[src/rtl/dlsc_rvh_fifo_pkg.sv]
// rtl/dlsc_rvh_fifo_pkg.sv - shared sizing helpers for the RVH FIFO
package dlsc_rvh_fifo_pkg;

  function automatic int clog2(input int value);
    int r;
    int v;
    r = 0;
    v = value - 1;
    while (v > 0) begin
      r = r + 1;
      v = v >> 1;
    end
    return r;
  endfunction

  // count must represent 0..DEPTH inclusive
  function automatic int count_width(input int depth);
    return clog2(depth + 1);
  endfunction

  // a single-entry array still needs a 1-bit pointer
  function automatic int ptr_width(input int entries);
    return (clog2(entries) < 1) ? 1 : clog2(entries);
  endfunction

endpackage

[src/rtl/dlsc_rvh_fifo_ram_dp.sv]
// rtl/dlsc_rvh_fifo_ram_dp.sv - 1-write/1-read storage array with asynchronous read
module dlsc_rvh_fifo_ram_dp #(
  parameter int DATA  = 32,
  parameter int WORDS = 15,
  parameter int AW    = 4
) (
  input  logic            clk,
  input  logic            wr_en,
  input  logic [AW-1:0]   wr_addr,
  input  logic [DATA-1:0] wr_data,
  input  logic [AW-1:0]   rd_addr,
  output logic [DATA-1:0] rd_data
);

  logic [DATA-1:0] mem [WORDS];

  always_ff @(posedge clk) begin
    if (wr_en) begin
      mem[wr_addr] <= wr_data;
    end
  end

  assign rd_data = mem[rd_addr];

endmodule

[src/rtl/dlsc_rvh_fifo.sv]
// rtl/dlsc_rvh_fifo.sv - ready/valid/hold FIFO with registered output, occupancy and almost-full
module dlsc_rvh_fifo
  import dlsc_rvh_fifo_pkg::*;
#(
  parameter int              DATA        = 32,
  parameter int              DEPTH       = 16,
  parameter int              ALMOST_FULL = DEPTH - 2,
  parameter logic [DATA-1:0] RESET       = {DATA{1'b0}}
) (
  input  logic                          clk,
  input  logic                          rst_n,
  output logic                          in_ready,
  input  logic                          in_valid,
  input  logic [DATA-1:0]               in_data,
  input  logic                          out_ready,
  output logic                          out_valid,
  output logic [DATA-1:0]               out_data,
  output logic [count_width(DEPTH)-1:0] count,
  output logic                          almost_full
);

  localparam int CW = count_width(DEPTH);
  localparam int AD = DEPTH - 1;
  localparam int PW = ptr_width(AD);
  localparam logic [CW-1:0] DEPTH_C  = CW'(DEPTH);
  localparam logic [CW-1:0] AF_C     = CW'(ALMOST_FULL);
  localparam logic [PW-1:0] PTR_LAST = PW'(AD - 1);

  if ((DEPTH < 2) || ((DEPTH & (DEPTH - 1)) != 0) ||
      (ALMOST_FULL < 1) || (ALMOST_FULL > DEPTH)) begin : g_bad_param
    $error("dlsc_rvh_fifo: DEPTH must be a power of 2 >= 2 and ALMOST_FULL within 1..DEPTH");
  end

  function automatic logic [PW-1:0] ptr_inc(input logic [PW-1:0] p);
    return (p == PTR_LAST) ? '0 : p + PW'(1);
  endfunction

  logic            push;
  logic            pop;
  logic            arr_empty;
  logic            load_out;
  logic            direct;
  logic            wr_en;
  logic            rd_en;
  logic [CW-1:0]   count_next;
  logic [PW-1:0]   wr_ptr;
  logic [PW-1:0]   rd_ptr;
  logic [DATA-1:0] rd_data;

  // The array holds count minus the output register; a word bypasses the array
  // only when the array is empty and the output register is free this edge.
  always_comb begin
    push       = in_valid & in_ready;
    pop        = out_valid & out_ready;
    arr_empty  = (count == {{(CW-1){1'b0}}, out_valid});
    load_out   = !out_valid || out_ready;
    direct     = push && arr_empty && load_out;
    wr_en      = push && !direct;
    rd_en      = load_out && !arr_empty;
    count_next = count + CW'(push) - CW'(pop);
  end

  dlsc_rvh_fifo_ram_dp #(
    .DATA  (DATA),
    .WORDS (AD),
    .AW    (PW)
  ) u_ram (
    .clk     (clk),
    .wr_en   (wr_en),
    .wr_addr (wr_ptr),
    .wr_data (in_data),
    .rd_addr (rd_ptr),
    .rd_data (rd_data)
  );

  always_ff @(posedge clk or negedge rst_n) begin
    if (!rst_n) begin
      in_ready    <= 1'b1;
      out_valid   <= 1'b0;
      out_data    <= RESET;
      count       <= '0;
      almost_full <= 1'b0;
      wr_ptr      <= '0;
      rd_ptr      <= '0;
    end else begin
      count       <= count_next;
      in_ready    <= (count_next < DEPTH_C);
      almost_full <= (count_next >= AF_C);
      if (wr_en) begin
        wr_ptr <= ptr_inc(wr_ptr);
      end
      if (rd_en) begin
        rd_ptr    <= ptr_inc(rd_ptr);
        out_valid <= 1'b1;
        out_data  <= rd_data;
      end else if (direct) begin
        out_valid <= 1'b1;
        out_data  <= in_data;
      end else if (load_out) begin
        out_valid <= 1'b0;
      end
    end
  end

endmodule
[config.mk]
export PLATFORM = sky130hd
export DESIGN_NAME = dlsc_rvh_fifo
export DESIGN_NICKNAME = d
export VERILOG_FILES = /design/src/rtl/dlsc_rvh_fifo_pkg.sv /design/src/rtl/dlsc_rvh_fifo_ram_dp.sv /design/src/rtl/dlsc_rvh_fifo.sv
export SDC_FILE = /design/constraint.sdc
export NUM_CORES = 1
export LEC_CHECK = 0
export CAP_MARGIN = 10
export CORE_UTILIZATION = 51
export CTS_BUF_LIST = sky130_fd_sc_hd__clkbuf_8
export DETAILED_ROUTE_END_ITERATION = 8
export GPL_TIMING_DRIVEN = 0
export PLACE_DENSITY = 0.76
export SLEW_MARGIN = 20
export SYNTH_ARGS = -nofsm -noshare
export SYNTH_HDL_FRONTEND = slang
export SYNTH_SLANG_ARGS = --single-unit
[constraint.sdc]
create_clock -name clk -period 5.2 [get_ports clk]
set_input_delay 0.78 -clock clk [delete_from_list [all_inputs] [get_ports clk]]
set_output_delay 0.78 -clock clk [all_outputs]
set_load 0.02 [all_outputs]
==> results of run 1 <==
-- cell families (layout without fill, tap and decap cells) --
logic type / count (synthesis) / in the layout / synth area share
flip-flops: 528 / 528 / 0.745
AO/OA/AOI/OAI: 200 / 200 / 0.0696
multiplexers: 173 / 173 / 0.123
AND/OR/NAND/NOR: 141 / 141 / 0.0333
buffers and inverters: 77 / 335 / 0.0220
adder cells (fa/ha/maj): 7 / 7 / 0.00454
XOR/XNOR: 5 / 5 / 0.00245
other: 0 / 1 / 0
-- state kept, by name (all words and copies together) (netlist names) --
name         flops
wr_ptr           4
out_valid        1
almost_full      1
count            5
u_ram.mem      480
in_ready         1
out_data        32
rd_ptr           4
-- layout make-up --
type                       instances  area, um2
antenna                            1       2.50
timing repair buffer             104       1140
buffer                            66        420
inverter                          11       41.3
fill                            2766      15700
clock inverter                    67        332
multi-input combinational        526       4980
tap                              525        657
sequential                       528      15600
clock buffer                      87       1200
-- power groups by stage --
stage                     sequential, mW  combinational [mW]  clock, mW
after global placement              5.35                3.96          0
after CTS                           5.25                4.17       3.28
after floorplan                     5.47                2.54          0
final                               5.25                4.17       3.24
after detailed placement            5.34                4.15          0
after global routing                5.29                4.43       3.46
-- final timing paths --
kind	from	endpoint	slack (ns)
worst max-delay path	in_valid	u_ram.mem[3][0]	1.99
worst min-delay path	rst_n	rd_ptr[1]	0.08
worst max register to register	count[2]	u_ram.mem[3][0]	2.01
worst min register to register	out_data[19]	out_data[19]	0.52
max in group asynchronous	rst_n	in_ready	4.56
min in group clk	out_data[19]	out_data[19]	0.52
-- stage by stage --
step | TNS [ns] | instance area [um2] | total power [mW] | utilization | setup WS (ns)
6_report | 0 | 24400 | 12.7 | 0.608 | 1.99
5_1_grt | 0 | 24400 | 13.2 | 0.608 | 1.89
4_1_cts | 0 | 24400 | 12.7 | 0.608 | 2.00
3_5_place_dp | 0 | 22900 | 9.48 | 0.570 | 1.38
3_3_place_gp | -279.03 | 22400 | 9.31 | 0.558 | -2.27
2_1_floorplan | 0 | 21000 | 8.01 | - | 0.995
-- metal layers --
metal | global-route usage | vias to the layer above | share of wire | wire [um]
met5 | 0 | - | 0 | 0
met3 | 0.0544 | 104 | 0.097 | 4720
met4 | 0.0986 | 0 | 0.032 | 1560
met2 | 0.372 | 644 | 0.47 | 22900
met1 | 0.324 | 5844 | 0.40 | 19500
li1 | - | 4956 | - | -
-- critical path: cells and delay by family --
| kind | cells | cell delay [ns] |
|---|---|---|
| AO/OA/AOI/OAI | 1 | 0.24 |
| buffers and inverters | 5 | 1.33 |
| AND/OR/NAND/NOR | 3 | 1.18 |
-- cell usage in the layout (no fill, tap or decap), types with 7 or more instances in the layout --
master           instances
a21o_1                   9
o21ai_0                 10
o32a_1                  12
a32o_1                   8
buf_12                  10
nand2_1                 49
clkbuf_1                19
a211o_1                  7
a211oi_1                13
clkbuf_8                87
o21a_1                  12
clkinv_1                19
mux2_1                  22
buf_4                   21
a21oi_1                 26
buf_2                   23
nor2_4                  11
nand2b_1                19
clkdlybuf4s50_1         74
or2_1                   12
mux4_2                  63
mux2_2                  18
nor2b_1                 12
dfrtp_1                 47
clkinv_2                11
buf_6                   16
a311oi_1                14
o22a_1                  12
edfxtp_1               480
o21ai_1                 16
nor2_1                  14
o22ai_1                 21
o211ai_1                25
mux2i_1                 70
inv_1                   40
==> results.yml, run 1 <==
drt:
  wirelength_um: 48700
  antenna_left: 0
  via_per_inst: 6.03
  wl_per_cell_um: 25.4
  drt_first_pass_iters: 6
  drtIter0Drc: 1113
  drc_errors: 0
  via_count: 11500
sta:
  hold_slack_ns: 0.0803
  skew_ns: 0.0181
  finalCriticalPeriod_ns: 3.21
  maxSlewHeadroom: 0.426
  worst_slew_pin_slew_ns: 0.862
  hold_viol_final: 0
  finalSetupViolations: 0
  rsz0062_at_grt: "no"
  fmax_ghz: 0.311
  final_max_slew_viol_count: 0
  fin_crit_sh: 0.618
logic_synthesis:
  yosysSeqAreaShare: 0.745
  synth.avg_cell_area_um2: 18.5
  ys_top_cells_by_count: "edfxtp_1 (480), mux2i_1 (70), mux4_2 (63)"
  yosysMostFrequentCell: "edfxtp_1"
  synth_flop_cell: "edfxtp_1"
  ys_warn_count: 0
  synth_top_cell_area_share: 0.688
  synthArstFlopShare: 0.0909
  synthCells: 1131
  synth_cell_types: 57
  syn_nets: 1174
  synth-edff-count: 480
  synthTopCellsByArea: "edfxtp_1 (69%), mux4_2 (6.8%), dfrtp_1 (5.6%), mux2i_1 (3.3%), mux2_1 (1.2%)"
  synth.cell_area_um2: 21000
  yosysTopAreaCell: "edfxtp_1"
  synth-seq-cells: 528
final_layout:
  nNetsFinal: 1363
  area_growth_syn_to_layout_pct: 16.4
  drive_gt1_frac: 0.207
  final_cells: 1915
placement:
  routabilityCongestion: 0.794
  place.detailed.hpwl_um: 31100
  place_inst: 1760
  numPortBuffers: 75
clocking:
  cts_max_level: 3
  ctsResizeCount: 0
  tritoncts: "built"
  cts_hold_buf: 0
  cts_buffer_depth: 3
  clkTransAtPathRegs_ns: 0.06
  clk_latency_ns: 0.64
  cts_num_sinks: 528
  post_cts.repair.setup_buffers: 0
  cts_root_buf: "clkbuf_8"
  cts_buffers: 83
worst_hold_path:
  min_path_type: "in -> async"
setup_path:
  critical_path_required_ns: 5.52
  critPathCaptureType: "flop"
  cpMaxStageDelayCell: "nor3_2"
  cp_common_cell: "buf_4"
  rr_worst_depth: 9
  cp_max_fo: 8
  start_kind: "input port"
  cpPeakStageDelay_ns: 0.74
  arrival_ns: 3.54
  crit_type: "in -> reg"
  path_cells: "clkdlybuf4s50_1, and2_1, buf_2, o31a_1, nand3_1, nor3_2, buf_6, buf_4, buf_4"
floorplanning:
  initial_core_util: 0.523
  core_area_um2: 40100
  ioPinCount: 76
  die_y_um: 205
  rows: 73
  die_area_um2: 41900
  die_w_um: 205
grt:
  grt_pass1_wl_um: 72000
  globalRoute.totalOverflow: 0
  antenna_found_initial: 0
  grt_pass1_vias: 11800
  grt_util_all_layers: 0.238
  grt_start_max_net_pins: 28
power_and_ir_drop:
  seqPwrFrac: 0.415
  sw_frac_of_total: 0.331
  clkPwrFrac: 0.256
  p_sw_mw: 4.19
  combPwrFrac: 0.329
  irDropWorstVdd_mv: 0.254
  powerDensity_nw_per_um2: 519
  power.internal_mw: 8.46
  p_leak_nw: 8.20
outcome:
  outcome: "completed"
job:
  cap_violations: 0
Power figures use the tool's default switching activity.
==> run 2: changes to the inputs <==
Settings changed: PLACE_DENSITY 0.76 to 0.79.
Clock period 5.2 ns to 2.7 ns, I/O delays scaled along.
==> results.yml, run 2 (same netlist as run 1, synthesis figures left out) <==
final_layout:
  fin_util: 0.623
  fin_area_um2: 25000
  largest_register_ffs: 480
  n_antenna_cell: 0
  seqCellArea_um2: 15600
  multi_input_area_um2: 5060
  fillers: 2693
  drive_gt1_frac: 0.228
  nNetsFinal: 1379
  reg.largest.list: "u_ram.mem (480), out_data (32), count (5)"
  area_growth_syn_to_layout_pct: 19.3
  regMostFlops: "u_ram.mem"
  final_cell_mix: "edfxtp_1 (480), clkbuf_8 (88), clkdlybuf4s50_1 (74), mux2i_1 (70), mux4_2 (63)"
  final_common_cell: "edfxtp_1"
floorplanning:
  ioPinCount: 76
  die_y_um: 205
  die_area_um2: 41900
  rows: 73
  core_area_um2: 40100
  die_w_um: 205
  initial_core_util: 0.523
job:
  cap_violations: 0
setup_path:
  rr_endpoint: "u_ram.mem[14][3]"
  crit_type: "reg -> reg"
  r2r_start: "count[2]"
  critical_path_required_ns: 2.96
  arrival_ns: 2.87
  rr_worst_depth: 7
  start_kind: "flop"
  cp_max_fo: 16
  reg2reg_slack_ns: 0.1
  critPathCaptureType: "flop"
clocking:
  clkTransAtPathRegs_ns: 0.06
  cts_max_level: 3
  cts_buffer_depth: 3
  cts_num_sinks: 528
  tritoncts: "built"
  cts_root_buf: "clkbuf_8"
  clk_latency_ns: 0.65
  cts_buffers: 82
placement:
  numPortBuffers: 75
  place.detailed.hpwl_um: 31700
  pre_cts_slack_ns: -0.454
  place_area_um2: 23000
  routabilityCongestion: 0.788
sta:
  hold_viol_final: 0
  skew_ns: 0.0470
  setup_tns_ns: 0
  setup_ws_ns: 0.0966
  fmax_ghz: 0.384
  final_max_slew_viol_count: 0
  finalSetupViolations: 0
  fin_crit_sh: 0.964
  worst_slew_pin_slew_ns: 0.949
  maxSlewHeadroom: 0.366
  finalCriticalPeriod_ns: 2.60
drt:
  antenna_left: 0
  drt_first_pass_iters: 6
  drc_errors: 0
  via_count: 11800
  drtIter0Drc: 1212
  via_per_inst: 6.10
  wirelength_um: 49900
  wl_per_cell_um: 25.9
grt:
  grt_use_met1: 0.324
  use_met2: 0.399
  grt.busiest_layer: "met2"
  globalRoute.totalOverflow: 0
  grt_pass1_vias: 12200
  grt_start_max_net_pins: 30
  grt_util_all_layers: 0.245
  use_met3: 0.0546
  grt_pass1_wl_um: 74400
  antenna_found_initial: 0
power_and_ir_drop:
  powerDensity_nw_per_um2: 998
  p_leak_nw: 8.38
  power_mw: 24.9
  irDropWorstVdd_mv: 0.500
outcome:
  outcome: "completed"
worst_hold_path:
  min_path_type: "in -> async"
==> run 2: changes by cell type in the layout (fill, tap and decap cells not counted), sizes merged <==
cell,change
diode,-1
clkinvlp,+1
nor2,+1
bufinv,+3
dlygate4sd3,+1
buf,+15
inv,-9
clkinv,+2
clkbuf,+1
==> run 2: worst max-delay path by stage <==
stage | slack [ns] | startpoint | cells past startpoint | endpoint
floorplan | -0.42 | count[2] | 6 | u_ram.mem[11][0]
global placement | -2.21 | in_valid | 6 | u_ram.mem[3][22]
detailed placement | -0.45 | in_valid | 13 | almost_full
CTS | -0.005 | count[3] | 9 | u_ram.mem[2][22]
global route | -0.0009 | in_ready | 12 | almost_full
finish | 0.1 | count[2] | 7 | u_ram.mem[14][3]
==> run 2: cell type report <==
cell class | instances | area share
inverters | 11 | 0.00165
multi-input cells | 527 | 0.203
repair buffers | 120 | 0.0632
clock inverters | 64 | 0.0157
flip-flops and latches | 528 | 0.625
well taps | 525 | 0.0263
clock buffers | 88 | 0.0485
plain buffers | 66 | 0.0171
==> run 2: routing by layer <==
metal | routed length (um) | share of wire
met2 | 24800 | 0.50
met3 | 4710 | 0.094
met5 | 0 | 0
met1 | 19100 | 0.38
met4 | 1300 | 0.026
==> run 2: metrics by stage <==
stage | hold slack [ns] | cells
finish | 0.230 | 1929
CTS | 0.204 | 1920
global placement | 0.486 | 1731
detailed placement | 0.325 | 1756
floorplan | 0.109 | 1131
global route | 0.230 | 1929
==> run 2: where the power goes <==
part	leakage [nW]	internal (mW)	switching, mW	total [mW]
Sequential	4.88	9.71	0.432	10.1
Combinational	2.60	3.58	4.68	8.26
Clock	0.904	3.42	3.10	6.52
Total	8.38	16.7	8.21	24.9
==> run 2: repair_timing <==
item                                    4_1_cts  5_1_grt
cloned                                        1        0
resized for setup                             7        8
pin swaps                                     8        6
endpoints found under the setup margin      222       91
hold buffers                                  1        0
buffers inserted                             10        9
endpoints found under the hold margin        46        0
==> run 2: worst max-delay path: stages, from the launching register on <==
cell and delay, ns:
dfrtp_2 0.38, inv_1 0.06, ha_1 0.21, or3b_4 0.30
o31ai_4 0.11, or3_4 0.46, buf_4 0.20, nor2_4 0.49
==> run 3: changes to the inputs <==
Settings changed: CELL_PAD_IN_SITES_DETAIL_PLACEMENT set to 0, CELL_PAD_IN_SITES_GLOBAL_PLACEMENT set to 1, CORE_UTILIZATION 51 to 50, PLACE_DENSITY 0.79 to 0.86, SLEW_MARGIN 20 to unset.
Clock period 2.7 ns to 2.3 ns, I/O delays scaled along.
==> results.yml, run 3 (same netlist as run 1, synthesis figures left out) <==
sta:
  skew_ns: 0.0278
  fin_crit_sh: 1.03
  finalSetupViolations: 23
  finalCriticalPeriod_ns: 2.36
  hold_viol_final: 0
  rsz0062_at_grt: "yes"
  worst_slew_pin_slew_ns: 1.07
  final_max_slew_viol_count: 0
  setup_ws_ns: -0.0585
  fmax_ghz: 0.424
  maxSlewHeadroom: 0.289
setup_path:
  critical_path_required_ns: 2.63
  reg2reg_slack_ns: -0.06
  cpPeakStageDelay_ns: 0.38
  cp_max_fo: 8
  path_cells: "inv_2, ha_4, or3b_4, o31a_1, nand3_4, buf_12, nor2_4, clkbuf_16"
  arrival_ns: 2.69
  cpMaxStageDelayCell: "dfrtp_2"
  crit_type: "reg -> reg"
  start_kind: "flop"
  crit_start: "count[2]"
  crit_family: "simple AND/OR/NAND/NOR gates"
  critPathCaptureType: "flop"
  r2r_start: "count[2]"
  critPathBufInv: 3
clocking:
  clkTransAtPathRegs_ns: 0.06
  cts_max_level: 3
  cts_num_sinks: 528
  cts_buffers: 83
  tritoncts: "built"
  cts_buffer_depth: 3
  clk_latency_ns: 0.64
  cts_root_buf: "clkbuf_8"
power_and_ir_drop:
  powerDensity_nw_per_um2: 1160
  irDropWorstVdd_mv: 0.515
  power_mw: 29.7
  seqPwrFrac: 0.402
  p_sw_mw: 10.0
  clkPwrFrac: 0.248
  power.internal_mw: 19.7
  combPwrFrac: 0.350
  p_leak_nw: 8.63
  sw_frac_of_total: 0.337
drt:
  via_per_inst: 6.19
  wl_per_cell_um: 27.9
  drt_first_pass_iters: 9
  wirelength_um: 55400
  drc_errors: 2
  drtIter0Drc: 1732
  via_count: 12300
  antenna_left: 0
final_layout:
  fin_util: 0.621
  fillers: 2787
  n_antenna_cell: 0
  drive_gt1_frac: 0.260
  final_cell_mix: "edfxtp_1 (480), clkbuf_8 (91), clkdlybuf4s50_1 (74), mux2i_1 (70), mux4_2 (63)"
  area_growth_syn_to_layout_pct: 21.9
  final_common_cell: "edfxtp_1"
  reg.largest.list: "u_ram.mem (480), out_data (32), count (5)"
  regMostFlops: "u_ram.mem"
  largest_register_ffs: 480
  nNetsFinal: 1425
worst_hold_path:
  min_path_type: "in -> async"
job:
  cap_violations: 0
grt:
  grt_pass1_wl_um: 78100
  grt_start_max_net_pins: 32
  globalRoute.totalOverflow: 0
  grt_util_all_layers: 0.260
  grt_pass1_vias: 12400
  antenna_found_initial: 0
floorplanning:
  die_area_um2: 42700
  initial_core_util: 0.510
  die_w_um: 207
  core_area_um2: 41100
  ioPinCount: 76
  die_y_um: 207
  rows: 74
placement:
  place.detailed.hpwl_um: 28800
  routabilityCongestion: 0.789
  numPortBuffers: 75
outcome:
  violations: "DRC, setup timing"
  outcome: "complete, but fails checks"
run 3: per-stage QoR:
step / worst slack, ns / hold WS [ns] / area [um2] / cells / setup TNS [ns]
after global routing: -0.0763 / 0.261 / 25500 / 1982 / -2.48
after global placement: -1.53 / 0.495 / 22600 / 1738 / -513.22
after detailed placement: -0.885 / 0.346 / 22800 / 1747 / -332.74
after CTS: -0.0157 / 0.218 / 25300 / 1968 / -0.0157
final: -0.0585 / 0.223 / 25500 / 1982 / -0.625
after floorplan: -0.417 / 0.0494 / 21100 / 1131 / -50.57
run 3: metal layers:
metal,global-route usage,wire [um],vias up
met5,0,0,-
met4,0.126,2450,0
met3,0.0614,6200,156
met2,0.408,25800,848
met1,0.344,20900,6171
li1,-,-,5094
run 3: repair_timing:
| action | in CTS | in global routing |
|---|---|---|
| hold endpoints to repair | 16 | 0 |
| gates resized for setup | 26 | 24 |
| setup endpoints to repair | 485 | 469 |
| gates cloned | 11 | 4 |
| hold buffers | 1 | 0 |
| buffers inserted | 58 | 10 |
| pin swaps | 33 | 6 |
run 3: layout make-up:
type	count	area, um2	area share
Sequential cell	528	15600	0.612
Multi-Input combinational cell	537	5260	0.206
Timing Repair Buffer	157	1980	0.0774
Clock buffer	91	1250	0.0490
Tap cell	532	666	0.0261
Buffer	64	425	0.0167
Clock inverter	62	292	0.0114
Inverter	11	43.8	0.00171
run 3: path summary, 6_finish.rpt:
| path | endpoint | cells after the start |
|---|---|---|
| min reg2reg | out_data[8] | 1 |
| max | u_ram.mem[13][7] | 8 |
| min in group clk | out_valid | 4 |
| max in group asynchronous | out_data[24] | 3 |
| max reg2reg | u_ram.mem[13][7] | 8 |
| min | out_data[9] | 2 |
run 3: power by group through the flow:
stage	clock [mW]	combinational (mW)	sequential, mW
6_report	7.36	10.4	11.9
5_1_grt	7.86	11.0	12.0
4_1_cts	7.41	10.0	11.9
3_5_place_dp	0	9.47	12.1
3_3_place_gp	0	9.16	12.1
2_1_floorplan	0	5.91	12.4
